==> src/rtl/ofdm_pkg.sv <==
// Shared OFDM constants, subcarrier map and frame-controller state encoding.
package ofdm_pkg;
  localparam int NBINS         = 64;
  localparam int GUARD_LO      = 27;
  localparam int GUARD_HI      = 37;
  localparam int NPILOTS       = 4;
  localparam logic [5:0] PILOTS [NPILOTS] = '{6'd7, 6'd21, 6'd43, 6'd57};
  localparam int BYTES_PER_SYM = 12;

  typedef enum logic [1:0] {IDLE, WAIT_SOF, RUN, DRAIN} state_t;

  // 48 data carriers: everything except DC, the guard band and the four pilots
  function automatic logic is_data_bin(input logic [5:0] bin);
    logic d;
    d = (bin != 6'd0) && !((bin >= 6'(GUARD_LO)) && (bin <= 6'(GUARD_HI)));
    for (int i = 0; i < NPILOTS; i++)
      if (bin == PILOTS[i]) d = 1'b0;
    return d;
  endfunction
endpackage

==> src/rtl/demap_frame_ctrl_if.sv <==
// Bus between the FFT/demapper datapath, the frame controller and the byte sink.
interface demap_frame_ctrl_if;
  logic       frame_start;
  logic [7:0] num_syms;
  logic       fft_en;
  logic       fft_sof;
  logic       demap_en;
  logic [1:0] demap_out;
  logic [7:0] byte_out;
  logic       byte_valid;
  logic       byte_ready;
  logic       busy;
  logic       frame_done;
  logic       sync_err;
  logic       overflow;

  modport slave (
    input  frame_start, num_syms, fft_en, fft_sof, demap_out, byte_ready,
    output demap_en, byte_out, byte_valid, busy, frame_done, sync_err, overflow
  );
  modport master (
    output frame_start, num_syms, fft_en, fft_sof, demap_out, byte_ready,
    input  demap_en, byte_out, byte_valid, busy, frame_done, sync_err, overflow
  );
endinterface

==> src/rtl/byte_fifo4.sv <==
// Four-entry byte FIFO; a push while full succeeds only when a pop frees a slot.
module byte_fifo4 (
  input  logic       clk,
  input  logic       reset,
  input  logic       flush,
  input  logic       push,
  input  logic [7:0] din,
  input  logic       pop,
  output logic [7:0] dout,
  output logic       full,
  output logic       empty
);
  logic [7:0] r_mem [4];
  logic [1:0] r_wptr, r_rptr;
  logic [2:0] r_cnt;
  logic       w_push, w_pop;

  assign full   = (r_cnt == 3'd4);
  assign empty  = (r_cnt == 3'd0);
  assign w_pop  = pop & ~empty;
  assign w_push = push & (~full | w_pop);
  assign dout   = r_mem[r_rptr];

  always_ff @(posedge clk) begin
    if (w_push && !reset && !flush) r_mem[r_wptr] <= din;
  end

  always_ff @(posedge clk) begin
    if (reset || flush) begin
      r_wptr <= 2'd0;
      r_rptr <= 2'd0;
      r_cnt  <= 3'd0;
    end else begin
      if (w_push) r_wptr <= r_wptr + 2'd1;
      if (w_pop)  r_rptr <= r_rptr + 2'd1;
      case ({w_push, w_pop})
        2'b10:   r_cnt <= r_cnt + 3'd1;
        2'b01:   r_cnt <= r_cnt - 3'd1;
        default: r_cnt <= r_cnt;
      endcase
    end
  end
endmodule

==> src/rtl/demap_frame_ctrl.sv <==
// OFDM frame controller: tracks bins/symbols, gates the QPSK demapper on data
// carriers and packs four hard-decision pairs per byte into a small FIFO.
module demap_frame_ctrl
  import ofdm_pkg::*;
(
  input logic               clk,
  input logic               reset,
  demap_frame_ctrl_if.slave bus
);
  state_t     r_state, w_state_nxt;
  logic [5:0] r_bin, w_bin;
  logic [7:0] r_sym, r_nsyms;
  logic [5:0] r_pack;
  logic [1:0] r_pcnt;
  logic       r_cap, r_done, r_sync_err, r_overflow;
  logic       w_act, w_demap_en, w_sync, w_sym_end, w_last, w_capture;
  logic       w_push, w_pop, w_full, w_empty;
  logic [7:0] w_din, w_dout;

  assign w_bin      = bus.fft_sof ? 6'd0 : r_bin;
  assign w_act      = ~reset & ~bus.frame_start & bus.fft_en &
                      ((r_state == RUN) | ((r_state == WAIT_SOF) & bus.fft_sof));
  assign w_demap_en = w_act & is_data_bin(w_bin);
  assign w_sync     = w_act & (r_state == RUN) & bus.fft_sof & (r_bin != 6'd0);
  assign w_sym_end  = w_act & (w_bin == 6'(NBINS - 1));
  assign w_last     = w_sym_end & (r_sym == r_nsyms);
  // a resync discards the pair arriving now along with the rest of the partial byte
  assign w_capture  = r_cap & ~w_sync;
  assign w_push     = w_capture & (r_pcnt == 2'd3);
  assign w_din      = {r_pack, bus.demap_out};
  assign w_pop      = bus.byte_ready & ~w_empty;

  always_comb begin
    w_state_nxt = r_state;
    if (bus.frame_start)
      w_state_nxt = (bus.num_syms != 8'd0) ? WAIT_SOF : IDLE;
    else begin
      case (r_state)
        WAIT_SOF: if (w_act)  w_state_nxt = RUN;
        RUN:      if (w_last) w_state_nxt = DRAIN;
        DRAIN:    w_state_nxt = IDLE;
        default:  w_state_nxt = r_state;
      endcase
    end
  end

  always_ff @(posedge clk) begin
    if (reset) r_state <= IDLE;
    else       r_state <= w_state_nxt;
  end

  always_ff @(posedge clk) begin
    if (reset) begin
      r_bin      <= 6'd0;
      r_sym      <= 8'd0;
      r_nsyms    <= 8'd0;
      r_pack     <= 6'd0;
      r_pcnt     <= 2'd0;
      r_cap      <= 1'b0;
      r_done     <= 1'b0;
      r_sync_err <= 1'b0;
      r_overflow <= 1'b0;
    end else begin
      r_done <= bus.frame_start ? (bus.num_syms == 8'd0) : (r_state == DRAIN);
      if (bus.frame_start) begin
        r_nsyms    <= bus.num_syms;
        r_bin      <= 6'd0;
        r_sym      <= 8'd0;
        r_pack     <= 6'd0;
        r_pcnt     <= 2'd0;
        r_cap      <= 1'b0;
        r_sync_err <= 1'b0;
        r_overflow <= 1'b0;
      end else begin
        r_cap <= w_demap_en;
        if (w_act) begin
          r_bin <= w_bin + 6'd1;
          if (r_state == WAIT_SOF)     r_sym <= 8'd1;
          else if (w_sym_end && !w_last) r_sym <= r_sym + 8'd1;
        end
        if (w_sync) begin
          r_pcnt     <= 2'd0;
          r_sync_err <= 1'b1;
        end else if (w_capture) begin
          r_pack <= {r_pack[3:0], bus.demap_out};
          r_pcnt <= r_pcnt + 2'd1;
        end
        if (w_push && w_full && !w_pop) r_overflow <= 1'b1;
      end
    end
  end

  byte_fifo4 u_fifo (
    .clk   (clk),
    .reset (reset),
    .flush (bus.frame_start),
    .push  (w_push),
    .din   (w_din),
    .pop   (w_pop),
    .dout  (w_dout),
    .full  (w_full),
    .empty (w_empty)
  );

  // every output is forced low while reset is held
  assign bus.demap_en   = w_demap_en;
  assign bus.byte_out   = (reset | w_empty) ? 8'd0 : w_dout;
  assign bus.byte_valid = ~reset & ~w_empty;
  assign bus.busy       = ~reset & (r_state != IDLE);
  assign bus.frame_done = ~reset & r_done;
  assign bus.sync_err   = ~reset & r_sync_err;
  assign bus.overflow   = ~reset & r_overflow;
endmodule

==> src/flat_wrapper.sv <==
// flat-port wrapper written by rule: the top's interface ports become plain ports
module demap_frame_ctrl_flat import ofdm_pkg::*;
  (clk, reset, bus_frame_start, bus_num_syms, bus_fft_en, bus_fft_sof, bus_demap_out, bus_byte_ready, bus_demap_en, bus_byte_out, bus_byte_valid, bus_busy, bus_frame_done, bus_sync_err, bus_overflow);
  demap_frame_ctrl_if bus_i ();
  input logic clk;
  input logic reset;
  input wire logic [$bits(bus_i.frame_start)-1:0] bus_frame_start;
  input wire logic [$bits(bus_i.num_syms)-1:0] bus_num_syms;
  input wire logic [$bits(bus_i.fft_en)-1:0] bus_fft_en;
  input wire logic [$bits(bus_i.fft_sof)-1:0] bus_fft_sof;
  input wire logic [$bits(bus_i.demap_out)-1:0] bus_demap_out;
  input wire logic [$bits(bus_i.byte_ready)-1:0] bus_byte_ready;
  output wire logic [$bits(bus_i.demap_en)-1:0] bus_demap_en;
  output wire logic [$bits(bus_i.byte_out)-1:0] bus_byte_out;
  output wire logic [$bits(bus_i.byte_valid)-1:0] bus_byte_valid;
  output wire logic [$bits(bus_i.busy)-1:0] bus_busy;
  output wire logic [$bits(bus_i.frame_done)-1:0] bus_frame_done;
  output wire logic [$bits(bus_i.sync_err)-1:0] bus_sync_err;
  output wire logic [$bits(bus_i.overflow)-1:0] bus_overflow;
  assign bus_i.frame_start = bus_frame_start;
  assign bus_i.num_syms = bus_num_syms;
  assign bus_i.fft_en = bus_fft_en;
  assign bus_i.fft_sof = bus_fft_sof;
  assign bus_i.demap_out = bus_demap_out;
  assign bus_i.byte_ready = bus_byte_ready;
  assign bus_demap_en = bus_i.demap_en;
  assign bus_byte_out = bus_i.byte_out;
  assign bus_byte_valid = bus_i.byte_valid;
  assign bus_busy = bus_i.busy;
  assign bus_frame_done = bus_i.frame_done;
  assign bus_sync_err = bus_i.sync_err;
  assign bus_overflow = bus_i.overflow;
  demap_frame_ctrl u_core (.clk(clk), .reset(reset), .bus(bus_i));
endmodule
==> config.mk <==
export PLATFORM = sky130hd
export DESIGN_NAME = demap_frame_ctrl_flat
export DESIGN_NICKNAME = d
export VERILOG_FILES = /design/src/rtl/ofdm_pkg.sv /design/src/rtl/demap_frame_ctrl_if.sv /design/src/rtl/byte_fifo4.sv /design/src/rtl/demap_frame_ctrl.sv /design/src/flat_wrapper.sv
export SDC_FILE = /design/constraint.sdc
export NUM_CORES = 1
export LEC_CHECK = 0
export ABC_AREA = 1
export BUFFER_PORTS_ARGS = -buffer_cell sky130_fd_sc_hd__buf_2
export CORE_UTILIZATION = 38
export CTS_BUF_LIST = sky130_fd_sc_hd__clkbuf_2
export DETAILED_ROUTE_END_ITERATION = 12
export HOLD_SLACK_MARGIN = 0.08
export MAX_ROUTING_LAYER = met4
export PLACE_DENSITY = 0.65
export SLEW_MARGIN = 5
export SYNTH_ARGS = -nofsm -noshare
export SYNTH_HDL_FRONTEND = slang
export SYNTH_SLANG_ARGS = --single-unit
==> constraint.sdc <==
create_clock -name clk -period 3.1 [get_ports clk]
set_input_delay 0.62 -clock clk [delete_from_list [all_inputs] [get_ports clk]]
set_output_delay 0.62 -clock clk [all_outputs]
set_load 0.02 [all_outputs]
==> flow_summary.json <==
{
  "cts_tree": "yes",
  "yosys-top-cells-area": "edfxtp_1, dfxtp_1, nor2_1, o21ai_0, nand2_1",
  "synth_edf_count": 32,
  "place_congestion": 0.820,
  "path_cells": "inv_2 > o21ai_0 > a21oi_1 > buf_2",
  "regToRegSetupSlack_ps": 1070,
  "worstMarginPinSlew_ps": 618,
  "hold_path_end": "u_core.r_nsyms[1]",
  "crit_path_end_kind": "output pin",
  "initial_core_util": 0.401,
  "cts_setup_buffers": 0,
  "maxSlewHeadroom": 0.587,
  "portBuffers": 29,
  "antenna_found_initial": 0,
  "fin_crit_sh": 0.855,
  "grt_pass1_vias": 2449,
  "drt_iter0_drc": 102,
  "cts_buffers": 9,
  "cts_resized": 0,
  "dr_total_vias": 2739,
  "path_class": "flop to output pin",
  "vias_per_cell": 4.85,
  "r2r_start": "u_core.r_bin[1]",
  "ys_seq_area_frac": 0.523,
  "clk_latency_ps": 500,
  "antenna_left": 0,
  "cts_hold_buf": 0,
  "grt_pass1_wl_um": 11500,
  "worstHoldPathType": "primary input to flop",
  "die_w_um": 98.8,
  "drive_above_1_share": 0.151,
  "io-pin-count": 30,
  "cts_root_buffer": "clkbuf_2",
  "synth_seq_cells": 77,
  "r2r_end": "u_core.u_fifo.r_mem[1][2]",
  "clock-sinks": 77,
  "rsz0062_at_grt": "no",
  "final_common_cell": "nor2_1",
  "dp_hpwl_um": 5210,
  "worstRegToRegCells": 7,
  "peakVddDrop_uv": 294,
  "post-route-drc-count": 0,
  "p_total_uw": 1680,
  "yosys.area.top_type": "edfxtp_1",
  "yosysWarnings": 0,
  "syn2layout_area_growth_pct": 10.3,
  "critPathMaxFanout": 17,
  "power_density_mw_per_mm2": 428,
  "htreeDepth": 3,
  "min-delay-start": "bus_num_syms[1]",
  "synth_top_area_frac": 0.270,
  "synthArstFlopShare": 0,
  "synth_ff_type": "dfxtp_1",
  "overflow": 0,
  "wirelength_um": 6860,
  "dieHeight_um": 98.8,
  "skew_ps": 20.2,
  "dr.pass1.iters": 4,
  "syn-num-nets": 443,
  "drt-wirelength-per-cell_um": 12.1,
  "slew_viol_final": 0,
  "leakage_uw": 0.00160,
  "layout_min_cycle_time_ps": 2650,
  "top_usage_layer": "met2",
  "holdPathStages": 3,
  "outcome": "completed",
  "nNetsFinal": 475,
  "synthDistinctLibCells": 37,
  "syn_area_per_cell_sq_um": 8.48,
  "dieArea_sq_mm": 0.00976,
  "grt_use_total": 0.155,
  "grt_max_degree": 23,
  "setup_viol": 0,
  "final_cell_mix": "nor2_1, dfxtp_1, nand2_1, o21ai_0, edfxtp_1",
  "fp-row-count": 34,
  "core-area_sq_mm": 0.00889,
  "met1_usage": 0.193,
  "hold_viol": 0,
  "path_clk_slew_ps": 210,
  "cpPeakStageDelay_ps": 730,
  "use_met2": 0.249,
  "critPathLaunchType": "flop",
  "fmaxAchievable_mhz": 377,
  "maxCapViolations": 0,
  "netlist_area_sq_mm": 0.00356,
  "clk_path_buf_depth": 2,
  "syn_inst": 420,
  "antennaDiodeCount": 0,
  "cp.arrival_ps": 2030,
  "fin_tns_setup_ps": 0,
  "grtUsageMet3": 0.0404,
  "cp.required_ps": 2480,
  "cp_slowest_cell": "dfxtp_1"
}
worst max-delay path: cells and delay by family, from the launching register on:
| kind | cells | cell delay, ps |
|---|---|---|
| compound gates | 2 | 390 |
| buf+inv | 2 | 400 |
| flops | 1 | 730 |
final cells by class:
type,count,area (sq um)
Multi-Input combinational cell,294,1500
Clock buffer,10,50.0
Tap cell,108,135
Timing Repair Buffer,30,153
Fill cell,873,4960
Clock inverter,6,71.3
Sequential cell,77,1860
Inverter,40,153
per-stage QoR:
stage | hold WS [ps] | setup slack (ps) | cells | instance area [sq um] | util
2_1_floorplan | 436 | 1100 | 420 | 3560 | -
3_3_place_gp | 455 | 738 | 549 | 3810 | 0.428
3_5_place_dp | 455 | 714 | 549 | 3810 | 0.428
4_1_cts | 299 | 390 | 565 | 3930 | 0.442
5_1_grt | 291 | 301 | 565 | 3930 | 0.442
6_report | 346 | 450 | 565 | 3930 | 0.442
where the power goes:
group / switching, uW / total, uW / leakage (uW) / internal (uW)
combinational: 53.0 / 82.1 / 0.000845 / 29.1
clock: 339 / 534 / 0.0000687 / 195
sequential: 7.28 / 1070 / 0.000687 / 1060
sequential cells by signal (all words and copies together), names as in the netlist, 2 cells and up, named ones only:
register	cells
u_core.u_fifo.r_mem	32
u_core.r_nsyms	8
u_core.r_sym	8
u_core.r_bin	6
u_core.r_pack	6
u_core.u_fifo.r_cnt	3
u_core.r_pcnt	2
u_core.r_state	2
u_core.u_fifo.r_rptr	2
u_core.u_fifo.r_wptr	2
synthesized netlist by cell type (all sizes together) (2+ instances only):
library cell and count:
a21oi 31, a31oi 2, buf 3, clkbuf 6, clkinv 2, dfxtp 45
edfxtp 32, ha 6, inv 38, nand2 51, nand3 22, nand4 4
nor2 108, nor3 3, o21a 2, o21ai 45, xnor2 11, xor2 3
worst max path at each step:
stage | endpoint | slack, ps | startpoint
after floorplan | u_core.u_fifo.r_mem[0][0] | 1100 | bus_fft_sof
after global placement | u_core.u_fifo.r_mem[0][1] | 740 | bus_frame_start
after detailed placement | u_core.u_fifo.r_mem[1][2] | 710 | bus_frame_start
after CTS | bus_byte_out[5] | 390 | flop
after global routing | bus_byte_out[5] | 300 | flop
final | bus_byte_out[4] | 450 | flop
logic make-up after synthesis:
logic type / count (synthesis) / synth area share
flops: 77 / 0.523
buf+inv: 49 / 0.0548
compound gates: 83 / 0.123
fa+ha+maj: 7 / 0.0267
xor+xnor: 14 / 0.0344
simple gates: 190 / 0.239
routing by layer:
metal  wire length, um  up-vias
met5                 0        -
met4                88        0
met3               283        9
met2              3240       62
met1              3240     1217
li1                  -     1451
Note: power is estimated with default switching activity, not from simulation.
